## src/rtl/sign_extend_if.sv

```systemverilog
// rtl/sign_extend_if.sv - operand bus between the immediate source and the extension unit
//
// Purpose: groups the immediate, the extension mode and both extended results.
// Signals:
//   in     IN_W   immediate field (instruction bits [15:0])
//   mode   2      00/11 sign extend, 01 zero extend, 10 load-upper
//   out    OUT_W  combinational extended value
//   out_q  OUT_W  out registered on the rising clock edge
// Modports:
//   master  drives in/mode, observes out/out_q
//   slave   the extension unit itself
interface sign_extend_if #(
    parameter int IN_W  = 16,
    parameter int OUT_W = 32
);
    logic [IN_W-1:0]  in;
    logic [1:0]       mode;
    logic [OUT_W-1:0] out;
    logic [OUT_W-1:0] out_q;

    modport master (
        output in,
        output mode,
        input  out,
        input  out_q
    );

    modport slave (
        input  in,
        input  mode,
        output out,
        output out_q
    );
endinterface

```

## src/rtl/sign_extend.sv

```systemverilog
// rtl/sign_extend.sv - immediate extension unit with combinational and registered outputs
//
// Purpose: widens an IN_W-bit instruction immediate to an OUT_W-bit operand.
// Ports:
//   clk    system clock, used only by the registered copy
//   rst_n  asynchronous active-low reset, clears the registered copy
//   bus    sign_extend_if.slave: in, mode -> out (combinational), out_q (one cycle later)
// Parameters:
//   IN_W   immediate width
//   OUT_W  result width, must exceed IN_W
module sign_extend #(
    parameter int IN_W  = 16,
    parameter int OUT_W = 32
) (
    input  logic         clk,
    input  logic         rst_n,
    sign_extend_if.slave bus
);
    localparam int PAD_W = OUT_W - IN_W;

    logic [OUT_W-1:0] ext;
    logic [OUT_W-1:0] held_d;
    logic [OUT_W-1:0] held_q;

    // Sign extension is the fallback so the reserved mode 11 behaves like 00.
    always_comb begin
        ext = {{PAD_W{bus.in[IN_W-1]}}, bus.in};
        case (bus.mode)
            2'b01:   ext = {{PAD_W{1'b0}}, bus.in};
            2'b10:   ext = {bus.in, {PAD_W{1'b0}}};
            default: ext = {{PAD_W{bus.in[IN_W-1]}}, bus.in};
        endcase
        held_d = ext;
    end

    always_ff @(posedge clk or negedge rst_n) begin
        if (!rst_n) begin
            held_q <= '0;
        end else begin
            held_q <= held_d;
        end
    end

    assign bus.out   = ext;
    assign bus.out_q = held_q;
endmodule

```

## src/flat_wrapper.sv

```systemverilog
// flat-port wrapper written by rule: the top's interface ports become plain ports
module sign_extend_flat 
#(
    parameter int IN_W  = 16,
    parameter int OUT_W = 32
)
  (clk, rst_n, bus_in, bus_mode, bus_out, bus_out_q);
  sign_extend_if #(.IN_W(IN_W), .OUT_W(OUT_W)) bus_i ();
  input  logic clk;
  input  logic rst_n;
  input wire logic [$bits(bus_i.in)-1:0] bus_in;
  input wire logic [$bits(bus_i.mode)-1:0] bus_mode;
  output wire logic [$bits(bus_i.out)-1:0] bus_out;
  output wire logic [$bits(bus_i.out_q)-1:0] bus_out_q;
  assign bus_i.in = bus_in;
  assign bus_i.mode = bus_mode;
  assign bus_out = bus_i.out;
  assign bus_out_q = bus_i.out_q;
  sign_extend #(.IN_W(IN_W), .OUT_W(OUT_W)) u_core (.clk(clk), .rst_n(rst_n), .bus(bus_i));
endmodule
```

## config.mk

```make
export PLATFORM = sky130hd
export DESIGN_NAME = sign_extend_flat
export DESIGN_NICKNAME = d
export VERILOG_FILES = /design/src/rtl/sign_extend_if.sv /design/src/rtl/sign_extend.sv /design/src/flat_wrapper.sv
export SDC_FILE = /design/constraint.sdc
export NUM_CORES = 1
export LEC_CHECK = 0
export ABC_AREA = 1
export CAP_MARGIN = 20
export CORE_ASPECT_RATIO = 1.5
export CORE_UTILIZATION = 34
export DETAILED_ROUTE_END_ITERATION = 8
export PLACE_DENSITY = 0.76
export SLEW_MARGIN = 10
export SYNTH_ARGS = -nofsm -noshare
export SYNTH_HDL_FRONTEND = slang
export SYNTH_SLANG_ARGS = --single-unit
```

## constraint.sdc

```tcl
create_clock -name clk -period 1.8 [get_ports clk]
set_input_delay 0.36 -clock clk [delete_from_list [all_inputs] [get_ports clk]]
set_output_delay 0.36 -clock clk [all_outputs]
set_load 0.01 [all_outputs]
```

# Yosys cells after proc, flatten, opt, wreduce, memory -nomap -nowiden
# Cells that the tools add are included.
# word_totals
ff_bits	32
input_bits	20
out_inout_bits	64
elab_cells	4
# classes
n_eq_ne	2
muxes	1
# ops
op	n
case mux 32 bit (2 select lines)	1
== test 2 x 1 -> 1 bit (second input constant)	1
== test 2 bit (second input constant)	1

# Longest topological paths before layout
# logic_depth
word_depth	2
depth_mapped	6
depth_no_buf	5

# Worst setup path before layout
# Ideal clock, no wire load.
# synth_path
kind	input to output
start	input bus_mode[0]
end	output bus_out[16]
arrival_time_ps	1148
t_required_ps	1440
setup_slack_ps	292
stages	6
path_buffers	1
path_cell_list	inv_1 -> ha_1 -> inv_2 -> buf_6 -> nand3_1 -> nand2_1
# synth_between
elab_chain_len	2
word_cells_on_any_way	3
cone_classes	eq/ne (2); mux (1)
# synth_rtl
item	line_no	text
start: declaration	flat_wrapper.sv:12	input wire logic [$bits(bus_i.mode)-1:0] bus_mode;
== test 2 bit or == test 2 x 1 -> 1 bit (tied branches)	sign_extend.sv:28	case (bus.mode)
case mux 32 bit (2 select lines) *	sign_extend.sv:28	
end: declaration	flat_wrapper.sv:13	output wire logic [$bits(bus_i.out)-1:0] bus_out;
# Mark *: on every way between the ends. The rest lies on a longest branch, timed or not.

# Final worst setup path
# layout_path
start	input bus_mode[0]
end	output bus_out[12]
# Same word-level chain as after synthesis.

==> metrics.txt <==
# TYPE chip_impl_metric gauge
chip_impl_metric{name="finalCritPeriodShare",unit=""} 0.9720
chip_impl_metric{name="fmax",unit="GHz"} 0.5715
chip_impl_metric{name="placed_cell_area",unit="um2"} 2092
chip_impl_info{name="rsz0062_at_grt",value="no"} 1
chip_impl_metric{name="worstPathRequired",unit="ns"} 1.44
chip_impl_metric{name="post-route-worst-setup-slack",unit="ns"} 0.05033
chip_impl_metric{name="chipWidth",unit="um"} 49.90
chip_impl_info{name="tritoncts",value="built"} 1
chip_impl_info{name="post-synth-top-area-cell",value="sky130_fd_sc_hd__dfrtp_1"} 1
chip_impl_metric{name="routed_wire_length_per_instance",unit="um"} 15.50
chip_impl_metric{name="sequential_to_total_area_share_from_yosys_stat",unit=""} 0.6845
chip_impl_info{name="clock-root-buffer",value="sky130_fd_sc_hd__clkbuf_8"} 1
chip_impl_info{name="timing.hold.worst.class",value="input pin to async pin"} 1
chip_impl_info{name="setup.worst_path.class",value="input pin to output pin"} 1
chip_impl_metric{name="count_of_final_max_slew_check_failures",unit=""} 0
chip_impl_metric{name="drt-total-wl",unit="um"} 3829
chip_impl_metric{name="grt_first_pass_wirelength",unit="um"} 5809
chip_impl_metric{name="route.detailed.vias_per_inst",unit=""} 4.652
chip_impl_metric{name="io_buffers",unit=""} 83
chip_impl_metric{name="wirelength_met1",unit="um"} 1211
chip_impl_metric{name="route.antenna.remaining_nets",unit=""} 0
chip_impl_info{name="synthFlopType",value="sky130_fd_sc_hd__dfrtp_1"} 1
chip_impl_metric{name="ys_seq_elements",unit=""} 32
chip_impl_metric{name="leakage",unit="nW"} 1.135
chip_impl_metric{name="maximum_number_of_pins_on_one_net_before_global_route_repair",unit=""} 33
chip_impl_metric{name="peakVddDrop",unit="mV"} 0.6514
chip_impl_info{name="result_of_the_run",value="complete, no violations"} 1
chip_impl_info{name="cell_with_the_most_instances_after_synthesis",value="sky130_fd_sc_hd__dfrtp_1"} 1
chip_impl_metric{name="synthToLayoutAreaGrowth",unit="%"} 94.55
chip_impl_metric{name="met2_length",unit="um"} 2036
chip_impl_metric{name="cell_count_final_fillers_out",unit=""} 247
chip_impl_metric{name="detailroute.via_count",unit=""} 1149
chip_impl_metric{name="antenna-diode-count",unit=""} 0
chip_impl_metric{name="initial_core_util",unit=""} 0.3631
chip_impl_metric{name="synth_enable_flop_cells",unit=""} 0
chip_impl_metric{name="chipHeight",unit="um"} 73.84
chip_impl_metric{name="postSynthCellCount",unit=""} 108
chip_impl_metric{name="inserted_clock_buffers",unit=""} 5
chip_impl_metric{name="filler_cell_count",unit=""} 244
chip_impl_metric{name="worst-slew-pin-transition",unit="ns"} 0.3918
chip_impl_metric{name="largest_reg_flops",unit=""} 32
chip_impl_metric{name="io-pin-count",unit=""} 84
chip_impl_metric{name="report.final.setup_viol",unit=""} 0
chip_impl_info{name="synth.top_cells.by_count",value="sky130_fd_sc_hd__dfrtp_1, sky130_fd_sc_hd__inv_1, sky130_fd_sc_hd__nand2_1"} 1
chip_impl_metric{name="cell_area_after_synthesis",unit="um2"} 1170
chip_impl_metric{name="postSynthNetCount",unit=""} 130
chip_impl_info{name="top_signal_layer_used",value="met4"} 1
chip_impl_metric{name="layout_cell_share_with_drive_strength_beyond_1",unit=""} 0.4058
chip_impl_metric{name="report.final.hold_viol_count",unit=""} 0
chip_impl_metric{name="floorplan_row_count",unit=""} 25
chip_impl_metric{name="final_area",unit="um2"} 2276
chip_impl_metric{name="gp_congestion",unit=""} 0.8016
chip_impl_metric{name="globalRouteOverflowTotal",unit=""} 0
chip_impl_metric{name="place_ws",unit="ns"} -0.8248
chip_impl_metric{name="firstDrtPassIters",unit=""} 4
chip_impl_metric{name="post-dp-hpwl",unit="um"} 2522
chip_impl_metric{name="antenna_found_initial",unit=""} 0
chip_impl_metric{name="grt_util_all_layers",unit=""} 0.2227
chip_impl_metric{name="drc",unit=""} 0
chip_impl_metric{name="synthesis.area_per_instance",unit="um2"} 10.83
chip_impl_metric{name="dp_cells",unit=""} 236
chip_impl_metric{name="htree_levels",unit=""} 2
chip_impl_info{name="start_kind",value="input pin"} 1
chip_impl_metric{name="slew-limit-headroom",unit=""} 0.7388
chip_impl_metric{name="power_density_over_the_cells",unit="nW/um2"} 824.7
chip_impl_metric{name="total_power",unit="W"} 0.001877
chip_impl_metric{name="yosys_warnings",unit=""} 0
chip_impl_metric{name="synthArstFlopShare",unit=""} 1.000
chip_impl_metric{name="clk_transition_reported_paths",unit="ns"} 0.06
chip_impl_metric{name="synth_cell_type_count",unit=""} 13
chip_impl_info{name="critical_path.endpoint_type",value="output pin"} 1
chip_impl_metric{name="die-area",unit="um2"} 3684
chip_impl_metric{name="cts.hold.buffers_added",unit=""} 0
chip_impl_metric{name="yosysTopAreaCellShare",unit=""} 0.6845
chip_impl_metric{name="num-nets-final",unit=""} 229
chip_impl_metric{name="worst_ep_arrival_time",unit="ns"} 1.39
chip_impl_metric{name="crit_fanout",unit=""} 11
chip_impl_info{name="synth.top_cells.by_area",value="sky130_fd_sc_hd__dfrtp_1, sky130_fd_sc_hd__inv_1, sky130_fd_sc_hd__nand3_1"} 1
chip_impl_metric{name="wl_met3",unit="um"} 466
chip_impl_metric{name="core_area",unit="um2"} 3222
chip_impl_metric{name="tritoncts_num_sinks",unit=""} 32
chip_impl_metric{name="clock_tree_buffer_depth",unit=""} 2
chip_impl_metric{name="grt_pass1_vias",unit=""} 1215
chip_impl_metric{name="cap_viol_max_count",unit=""} 0
chip_impl_metric{name="first_iter_violations",unit=""} 18
chip_impl_metric{name="period_needed",unit="ns"} 1.750
## final cells by class
type	instances	area [um2]	area share
Inverter	19	83.83	0.03683
Sequential cell	32	800.8	0.3518
Multi-Input combinational cell	53	426.7	0.1875
Timing Repair Buffer	95	828.3	0.3639
Clock buffer	6	72.57	0.03189
Timing Repair inverter	1	8.758	0.003848
Tap cell	40	50.05	0.02199
Clock inverter	1	5.005	0.002199
## routing by layer
layer	track usage	vias to the layer above
li1	-	522
met5	0	-
met3	0.1077	13
met4	0.1460	0
met2	0.4054	80
met1	0.1864	534
## critical path, cell delays in order
cell and delay [ns]:
sky130_fd_sc_hd__clkbuf_2 0.10, sky130_fd_sc_hd__inv_2 0.05, sky130_fd_sc_hd__ha_4 0.40, sky130_fd_sc_hd__nor2_4 0.07, sky130_fd_sc_hd__buf_12 0.17, sky130_fd_sc_hd__nor2_4 0.10, sky130_fd_sc_hd__buf_2 0.14
## what timing repair did
item	in CTS	in global routing
setup buffers	3	0
pin swaps	2	2
gates cloned	0	2
setup endpoints to repair	32	26
resized for setup	161	14
## cell usage in the layout, fill, tap and decap left out, drive strengths merged
| cell type | n |
|---|---|
| nand3 | 15 |
| clkdlybuf4s50 | 48 |
| clkbuf | 8 |
| ha | 2 |
| nor2 | 17 |
| buf | 36 |
| dfrtp | 32 |
| inv | 19 |
| nand2 | 19 |
| dlygate4sd2 | 1 |
| clkinv | 2 |
| clkdlybuf4s15 | 8 |
## path summary, 6_finish.rpt
kind,from,end
max,bus_mode[0],bus_out[12]
min,rst_n,u_core.bus.out_q[11]$_DFF_PN0_
max in group asynchronous,rst_n,u_core.bus.out_q[8]$_DFF_PN0_
min in group clk,bus_mode[1],u_core.bus.out_q[27]$_DFF_PN0_
## per-stage QoR
stage | TNS (ns) | util | hold slack, ns
floorplan | 0 | - | 0.06441
global placement | -24.17 | 0.6493 | 0.7760
detailed placement | -27.34 | 0.6493 | 0.7814
CTS | 0 | 0.7002 | 0.4717
global route | 0 | 0.7064 | 0.5141
finish | 0 | 0.7064 | 0.4681
## where the power goes
group	total, W	leakage, nW	internal [W]	switching, W
Combinational	0.000572	0.690	0.000286	0.000286
Sequential	0.000800	0.404	0.000783	0.0000174
Clock	0.000505	0.0410	0.000262	0.000243
Total	0.00188	1.13	0.00133	0.000547
## kinds of logic after synthesis
family,count (synthesis),share of synthesized area
AND/OR/NAND/NOR,50,0.1936
adder cells (fa/ha/maj),2,0.02139
flip-flops,32,0.6845
buffers and inverters,24,0.1005
(Power assumes the default switching activity.)
